**src/rtl/regbank_pkg.sv**
```systemverilog
// Shared types and helpers for the register bank with writer scoreboard.
// Optional feature macro: REGBANK_BYPASS_EN (write-through read forwarding).
package regbank_pkg;

    localparam int REGBANK_DATA_W  = 32;
    localparam int REGBANK_ADDR_W  = 4;
    // Widest register index the PC-index helper understands.
    localparam int REGBANK_IDX_MAX = 8;

    // Outstanding-writer count per register.
    typedef logic [1:0] sb_count_t;

    // True when the low 'width' bits of addr are all ones (the PC alias).
    function automatic logic is_pc_idx(input logic [REGBANK_IDX_MAX-1:0] addr,
                                       input int width);
        logic all_ones;
        all_ones = 1'b1;
        for (int b = 0; b < REGBANK_IDX_MAX; b++) begin
            if ((b < width) && !addr[b]) begin
                all_ones = 1'b0;
            end
        end
        return all_ones;
    endfunction

endpackage

```
**src/rtl/regbank_scoreboard.sv**
```systemverilog
// Per-register outstanding-writer counters: reserve/retire update,
// reservation acceptance and per-read-port pending lookup.
// Optional feature macro: REGBANK_BYPASS_EN (pending hides a retiring sole writer).
module regbank_scoreboard
    import regbank_pkg::*;
#(
    parameter int ADDR_WIDTH = REGBANK_ADDR_W,
    parameter int READ_PORTS = 2,
    parameter int SB_MAX     = 3
) (
    input  logic                                  clk,
    input  logic                                  rst,
    input  logic [READ_PORTS-1:0][ADDR_WIDTH-1:0] rd_addr,
    output logic [READ_PORTS-1:0]                 rd_pending,
    input  logic                                  wr_en,
    input  logic [ADDR_WIDTH-1:0]                 wr_addr,
    input  logic                                  rsv_valid,
    input  logic [ADDR_WIDTH-1:0]                 rsv_addr,
    output logic                                  rsv_ready
);

    localparam int        DEPTH    = 1 << ADDR_WIDTH;
    localparam sb_count_t SB_LIMIT = sb_count_t'(SB_MAX);

    sb_count_t r_count [DEPTH];

    sb_count_t w_rsv_cnt;
    sb_count_t w_rsv_eff;
    logic      w_rsv_retire_same;
    logic      w_rsv_fire;

    // Acceptance looks at the count as it will be after a same-cycle retire,
    // so a full register that is draining can still take a new writer.
    always_comb begin
        w_rsv_cnt         = r_count[rsv_addr];
        w_rsv_retire_same = wr_en && (wr_addr == rsv_addr) && (w_rsv_cnt != 2'd0);
        w_rsv_eff         = w_rsv_retire_same ? (w_rsv_cnt - 2'd1) : w_rsv_cnt;
        rsv_ready         = (w_rsv_eff < SB_LIMIT);
        w_rsv_fire        = rsv_valid && rsv_ready;
    end

    genvar gi;
    generate
        for (gi = 0; gi < DEPTH; gi++) begin : g_cnt
            logic w_inc;
            logic w_dec;
            assign w_inc = w_rsv_fire && (rsv_addr == ADDR_WIDTH'(gi));
            assign w_dec = wr_en && (wr_addr == ADDR_WIDTH'(gi));

            // Reserve and retire on the same index cancel; retire saturates at zero.
            always_ff @(posedge clk or posedge rst) begin
                if (rst) begin
                    r_count[gi] <= 2'd0;
                end else if (w_inc && !w_dec) begin
                    r_count[gi] <= r_count[gi] + 2'd1;
                end else if (w_dec && !w_inc && (r_count[gi] != 2'd0)) begin
                    r_count[gi] <= r_count[gi] - 2'd1;
                end
            end
        end

        for (gi = 0; gi < READ_PORTS; gi++) begin : g_pend
            sb_count_t w_cnt;
            assign w_cnt = r_count[rd_addr[gi]];
`ifdef REGBANK_BYPASS_EN
            // A sole writer retiring this cycle is forwarded, so it no longer blocks.
            assign rd_pending[gi] = (w_cnt != 2'd0) &&
                                    !((w_cnt == 2'd1) && wr_en && (wr_addr == rd_addr[gi]));
`else
            assign rd_pending[gi] = (w_cnt != 2'd0);
`endif
        end
    endgenerate

endmodule

```
**src/rtl/register_bank_sb.sv**
```systemverilog
// General-purpose register bank: combinational read ports, one synchronous
// write port, PC alias on the all-ones index, registered PC-load report and
// a writer scoreboard for the hazard unit.
// Optional feature macro: REGBANK_BYPASS_EN (same-cycle write-through forwarding).
module register_bank_sb
    import regbank_pkg::*;
#(
    parameter int DATA_WIDTH = REGBANK_DATA_W,
    parameter int ADDR_WIDTH = REGBANK_ADDR_W,
    parameter int READ_PORTS = 2,
    parameter int SB_MAX     = 3
) (
    input  logic                                  clk,
    input  logic                                  rst,
    input  logic [READ_PORTS-1:0][ADDR_WIDTH-1:0] rd_addr,
    output logic [READ_PORTS-1:0][DATA_WIDTH-1:0] rd_data,
    output logic [READ_PORTS-1:0]                 rd_pending,
    input  logic                                  wr_en,
    input  logic [ADDR_WIDTH-1:0]                 wr_addr,
    input  logic [DATA_WIDTH-1:0]                 wr_data,
    input  logic [DATA_WIDTH-1:0]                 pc,
    input  logic                                  rsv_valid,
    input  logic [ADDR_WIDTH-1:0]                 rsv_addr,
    output logic                                  rsv_ready,
    output logic                                  pc_load,
    output logic [DATA_WIDTH-1:0]                 pc_load_value
);

    localparam int DEPTH = 1 << ADDR_WIDTH;

    // The PC slot exists but is never written; reads of it are redirected to pc.
    logic [DATA_WIDTH-1:0] r_regs [DEPTH];
    logic                  r_pc_load;
    logic [DATA_WIDTH-1:0] r_pc_load_value;
    logic                  w_wr_is_pc;

    assign w_wr_is_pc = is_pc_idx(REGBANK_IDX_MAX'(wr_addr), ADDR_WIDTH);

    // Data array write; writes to the PC index are diverted to the PC-load report.
    always_ff @(posedge clk or posedge rst) begin
        if (rst) begin
            for (int k = 0; k < DEPTH; k++) begin
                r_regs[k] <= '0;
            end
        end else if (wr_en && !w_wr_is_pc) begin
            r_regs[wr_addr] <= wr_data;
        end
    end

    // One-cycle PC-load pulse; the value is held until the next PC write.
    always_ff @(posedge clk or posedge rst) begin
        if (rst) begin
            r_pc_load       <= 1'b0;
            r_pc_load_value <= '0;
        end else begin
            r_pc_load <= wr_en && w_wr_is_pc;
            if (wr_en && w_wr_is_pc) begin
                r_pc_load_value <= wr_data;
            end
        end
    end

    assign pc_load       = r_pc_load;
    assign pc_load_value = r_pc_load_value;

    genvar gi;
    generate
        for (gi = 0; gi < READ_PORTS; gi++) begin : g_rd
            logic w_port_pc;
            logic w_fwd;
            assign w_port_pc = is_pc_idx(REGBANK_IDX_MAX'(rd_addr[gi]), ADDR_WIDTH);
`ifdef REGBANK_BYPASS_EN
            assign w_fwd = wr_en && (wr_addr == rd_addr[gi]) && !w_port_pc;
`else
            assign w_fwd = 1'b0;
`endif
            assign rd_data[gi] = w_port_pc ? pc :
                                 (w_fwd ? wr_data : r_regs[rd_addr[gi]]);
        end
    endgenerate

    regbank_scoreboard #(
        .ADDR_WIDTH (ADDR_WIDTH),
        .READ_PORTS (READ_PORTS),
        .SB_MAX     (SB_MAX)
    ) u_sb (
        .clk        (clk),
        .rst        (rst),
        .rd_addr    (rd_addr),
        .rd_pending (rd_pending),
        .wr_en      (wr_en),
        .wr_addr    (wr_addr),
        .rsv_valid  (rsv_valid),
        .rsv_addr   (rsv_addr),
        .rsv_ready  (rsv_ready)
    );

endmodule
```
**config.mk**
```make
export PLATFORM = sky130hd
export DESIGN_NAME = register_bank_sb
export DESIGN_NICKNAME = d
export VERILOG_FILES = /design/src/rtl/regbank_pkg.sv /design/src/rtl/regbank_scoreboard.sv /design/src/rtl/register_bank_sb.sv
export SDC_FILE = /design/constraint.sdc
export NUM_CORES = 2
export LEC_CHECK = 0
export BUFFER_PORTS_ARGS = -buffer_cell sky130_fd_sc_hd__buf_2
export CAP_MARGIN = 5
export CORE_MARGIN = 1.5
export CORE_UTILIZATION = 32
export CTS_CLUSTER_SIZE = 8
export DETAILED_ROUTE_END_ITERATION = 10
export GPL_TIMING_DRIVEN = 0
export PLACE_DENSITY = 0.5
export SYNTH_ARGS = -nofsm -noshare
export SYNTH_HDL_FRONTEND = slang
export SYNTH_SLANG_ARGS = --single-unit
```
**constraint.sdc**
```tcl
create_clock -name clk -period 18 [get_ports clk]
set_input_delay 0.9 -clock clk [delete_from_list [all_inputs] [get_ports clk]]
set_output_delay 0.9 -clock clk [all_outputs]
set_load 0.005 [all_outputs]
```
Yosys cells after proc, flatten, opt, wreduce, memory -nomap -nowiden:

Index checks and enable logic that the tools add are counted.

* flip-flop bits (word level): 577
* bits of input ports: 84
* output and inout bits: 100
* word-level logic and storage cells: 329

* add/subtract/negate cells: 33
* $lt $le $gt $ge: 6
* equal/unequal tests: 31
* mux-type cells: 65
* bitwise logic cells: 4
* reductions and logical operators: 156

Operators by type and width (number)
* $bwmux 512: 1
* $bmux 32 s4: 2
* $mux 32: 7
* $demux 32 s4: 1
* $logic_and 1x1->1: 86
* $mux 2: 39
* $reduce_bool 2->1: 35
* $eq 4x4->1 const B: 16
* $sub 2x1->2 const B: 17
* $logic_not 1->1: 33
* $add 2x1->2 const B: 16
* $eq 4x3->1 const B: 8
* $bmux 2 s4: 3
* $ge 5x5->1 const B: 4
* $not 4->5: 4
* $eq 4x2->1 const B: 4
* $mux 1: 12
* $eq 4x1->1 const B: 2
* $logic_not 4->1: 2
* $lt 5x1->1 const B: 1
* $eq 4x4->1: 1
* $lt 2x2->1 const B: 1

Longest topological paths before layout:

* depth in word-level cells: 15
* depth in mapped cells: 17
* depth with buffers taken out: 13

Modules after synthesis:

A second synthesis with hierarchy kept.

* cell total of the unflattened synthesis: 2368
* area total of the unflattened synthesis: 30450.5 sq um

Modules (own cells, without submodules)
* register_bank_sb: instances 1, cells an instance 1991, area each 27268.7 sq um, sequential area each 12837.3 sq um
* regbank_scoreboard: instances 1, cells an instance 377, area each 3181.8 sq um, sequential area each 800.8 sq um

Worst setup path before layout:

OpenSTA, ideal clock, no wires.

* kind: input-to-output
* start: in rsv_addr[3]
* end: out rsv_ready
* data arrival time: 3697 ps
* required time: 17100 ps
* slack: 13403 ps
* stages on the path: 15
* path buffers: 4
* path through: buf_6 -> clkbuf_1 -> mux4_2 -> mux2_2 -> nand2_1 -> nor2b_1 -> ha_1 -> inv_1 -> o211ai_1 -> or4b_1 -> and4_4 -> buf_6 -> or3_4 -> clkinv_2 -> buf_4

* longest elaborated chain between the ends: 8
* elaborated cells on any way between the ends: 11
* classes of those cells: 1 x add/sub; 1 x order compare; 1 x eq/ne; 4 x mux; 1 x bitwise; 3 x reduce/logical

Ends and longest elaborated chain
* start: declaration: line register_bank_sb.sv:23 `input logic [ADDR_WIDTH-1:0] rsv_addr,`
* parallel branches: the longest is 6 deep, another holds $sub 2x1->2
* $mux 2 (*): line regbank_scoreboard.sv:37 `w_rsv_eff = w_rsv_retire_same ? (w_rsv_cnt - 2'd1) : w_rsv_cnt;`
* $lt 2x2->1 (*): line regbank_scoreboard.sv:38 `rsv_ready = (w_rsv_eff < SB_LIMIT);`
* end: declaration: line register_bank_sb.sv:24 `output logic rsv_ready,`

Every way passes the cells marked *. The select of a mux whose other input is x is not followed.

==> reports/qor.csv <==
metric,value,unit
Clock transition at path regs,0.05,ns
register area share after synthesis,45.7,%
post-layout util,37.6,%
IO Port Bufs,170,
internal power,2860,uW
initial antenna violation count,7,
minimum clock period after layout,5.96,ns
Avg WL per Cell,27.8,um
Clock Path Buffers,3,
cell accounting for the most synthesized area,dfrtp_1,
CTS hold repair buffers,0,
die area,95000,um2
post-CTS setup buffer count,0,
via/cell ratio,5.67,
Leakage,0.0150,uW
vias in the first global route,23800,
largest net degree at the start of global routing,127,
most frequent cell after synthesis,nand2_1,
clock network power share,32.6,%
total number of vias,23100,
count of cell types in the netlist,57,
post-CTS sizing,0,
RSZ-0062 raised after global routing,false,
Pwr Total,4120,uW
Psw,1260,uW
DP HPWL,77400,um
Clock Tree Root,clkbuf_16,
# H-tree levels,3,
Gate Count Post-Synth,2558,
fin nets,2904,
CP startpoint kind,input port,
row count,111,
Peak Freq,168,MHz
Die W,308,um
worst path required time,17.10,ns
Reg power frac,42.2,%
fin. max-slew vios,0,
Worst Setup Path Type,in -> out,
layout cells sized above 1,31.0,%
net count after synthesis,2643,
largest cells by area after synthesis,"dfrtp_1 (46%), mux4_2 (20%), mux2_2 (12%)",
combinational group share of total power,25.2,%
status,completed,
Crit path arrival time,5.06,ns
remaining global-route overflow,0,
placed cells,3979,
worst-margin pin slew,1.46,ns
HP Class,in -> async,
Slew Limit Headroom,2.63,%
Ys Warns,0,
drt total wl,113000,um
cell family with most CP delay,buffers and inverters,
"IR drop worst, VDD",0.0000633,V
switching share of power,30.6,%
crit path cell chain,"clkbuf_1, buf_1, clkbuf_1, clkbuf_1, nand4_1, clkbuf_1, o21a_1, buf_2",
dominant synthesized flop cell,dfrtp_1,
1st-iter DRT viols,2554,
CP Capture Type,output port,
top cell type's share of synthesized area,45.7,%
final hold violations,0,
initial cell density of the core,32.4,%
Buf/Inv on CP,6,
first-pass GRT wire length,165000,um
"antenna viol nets, final",0,
Most common cell on crit path,clkbuf_1,
First-pass DRT Iterations,5,
crit path max fanout,10,
# setup viols final,0,
PwrDens,119,nW/um2
num ports,184,
ys async rst share,100,%
Syn Area/Cell,11.7,um2
post-route clock period utilization,33.1,%
Fin Hold WS,0.449,ns
CTS tree,done,
CTS sink cnt,545,
"EDFF count, synth",0,
Worst-Skew Late Latency,0.62,ns
crit-path max cell delay,0.92,ns
"Slowest-stage cell, CP",buf_1,
core area,91900,um2
Vert. Die Dim,308,um
area grow syn2layout,15.8,%
TritonCTS Buffers,78,
Clock Skew,0.00688,ns
DRC Markers,0,
"flops & latches, synth",545,
mapped cell area,29800,um2
Placer Congestion,0.897,
# fillers,8955,
list of most frequent post-synthesis cells,"nand2_1 (794), dfrtp_1 (545), mux2_2 (320)",
fin cells,4075,
max cap viols,0,
Tot GR Track Use,23.9,%
## power by group through the flow
stage | logic (uW) | registers (uW) | clock network, uW
after CTS | 1040 | 1730 | 1370
after detailed placement | 1030 | 1740 | 0
after floorplan | 734 | 1680 | 0
after global placement | 1010 | 1720 | 0
final | 1040 | 1740 | 1340
after global routing | 1120 | 1770 | 1420
## cell families (layout without fill, tap and decap cells)
group / after synthesis / in the layout / share of synthesized area (%)
compound gates: 247 / 247 / 6.18
other cells: 0 / 2 / 0
mux: 597 / 597 / 32.5
fa+ha+maj: 1 / 1 / 0.0419
simple gates: 934 / 934 / 12.3
xor+xnor: 4 / 4 / 0.117
flops: 545 / 545 / 45.7
buf+inv: 230 / 502 / 3.05
## path summary, 6_finish.rpt
path                       cells after the start              start  slack [ns]           endpoint
setup / recovery                               8         rd_addr[4]       12.04        rd_data[45]
hold / removal                                 2                rst        0.45  pc_load_value[29]
setup reg to reg                              15   u_sb.r_count[30]       13.83   u_sb.r_count[30]
hold reg to reg                                2  pc_load_value[26]        0.47  pc_load_value[26]
max in group asynchronous                      4                rst       15.83         r_regs[46]
min in group clk                               2  pc_load_value[26]        0.47  pc_load_value[26]
## flip-flops by register name, indices dropped and copies added (netlist names)
name and count:
r_regs 480, pc_load_value 32, pc_load 1, u_sb.r_count 32
## per-layer routing
layer | up-vias | global-route usage, % | part of all wire, %
li1 | 9698 | - | -
met1 | 12000 | 31.7 | 41
met2 | 1144 | 38.0 | 47
met5 | - | 0 | 0.034
met3 | 239 | 5.44 | 8.7
met4 | 6 | 9.06 | 3.8
## cells in the final DEF, fill, tap and decap left out, types with 14 or more instances in the layout
cell type	count
nand2_1	794
dfrtp_1	545
mux2_2	320
mux4_2	266
clkbuf_1	181
buf_2	173
clkbuf_16	79
nor2_1	65
o21a_1	64
o22a_1	62
a21oi_1	33
buf_1	30
nor3_1	28
nand3_1	15
a31oi_1	14
## area by class of cell
type                    instances  area (um2)  area share (%)
flip-flops and latches        545       13600            39.5
plain buffers                 217         862            2.50
diodes                          2        5.00          0.0145
clock inverters                 6        92.6           0.268
inverters                      13        57.6           0.167
repair buffers                181        1050            3.04
well taps                    1243        1560            4.50
clock buffers                  85        2010            5.82
multi-input cells            1783       15300            44.2
## worst reg2reg max path, cell delays in order (launching register included)
cell and delay, ns:
dfrtp_1 0.32, clkbuf_1 0.32, mux2i_1 0.24, mux4_2 0.48
mux2_2 0.29, ha_1 0.21, inv_1 0.06, o211ai_1 0.08
or4b_1 0.60, and4_4 0.22, buf_6 0.13, or3_4 0.39
buf_6 0.17, buf_6 0.17, o21ai_1 0.18, o211ai_1 0.11
## through the flow
step	setup slack, ns	setup TNS, ns	instance area (um2)
6_report	12.04	0	34500
3_5_place_dp	12.20	0	32400
3_3_place_gp	-4.27	-2306.55	32200
2_1_floorplan	1.86	0	29800
5_1_grt	11.86	0	34500
4_1_cts	12.13	0	34500
No activity file was read; power rests on OpenSTA's default activity.
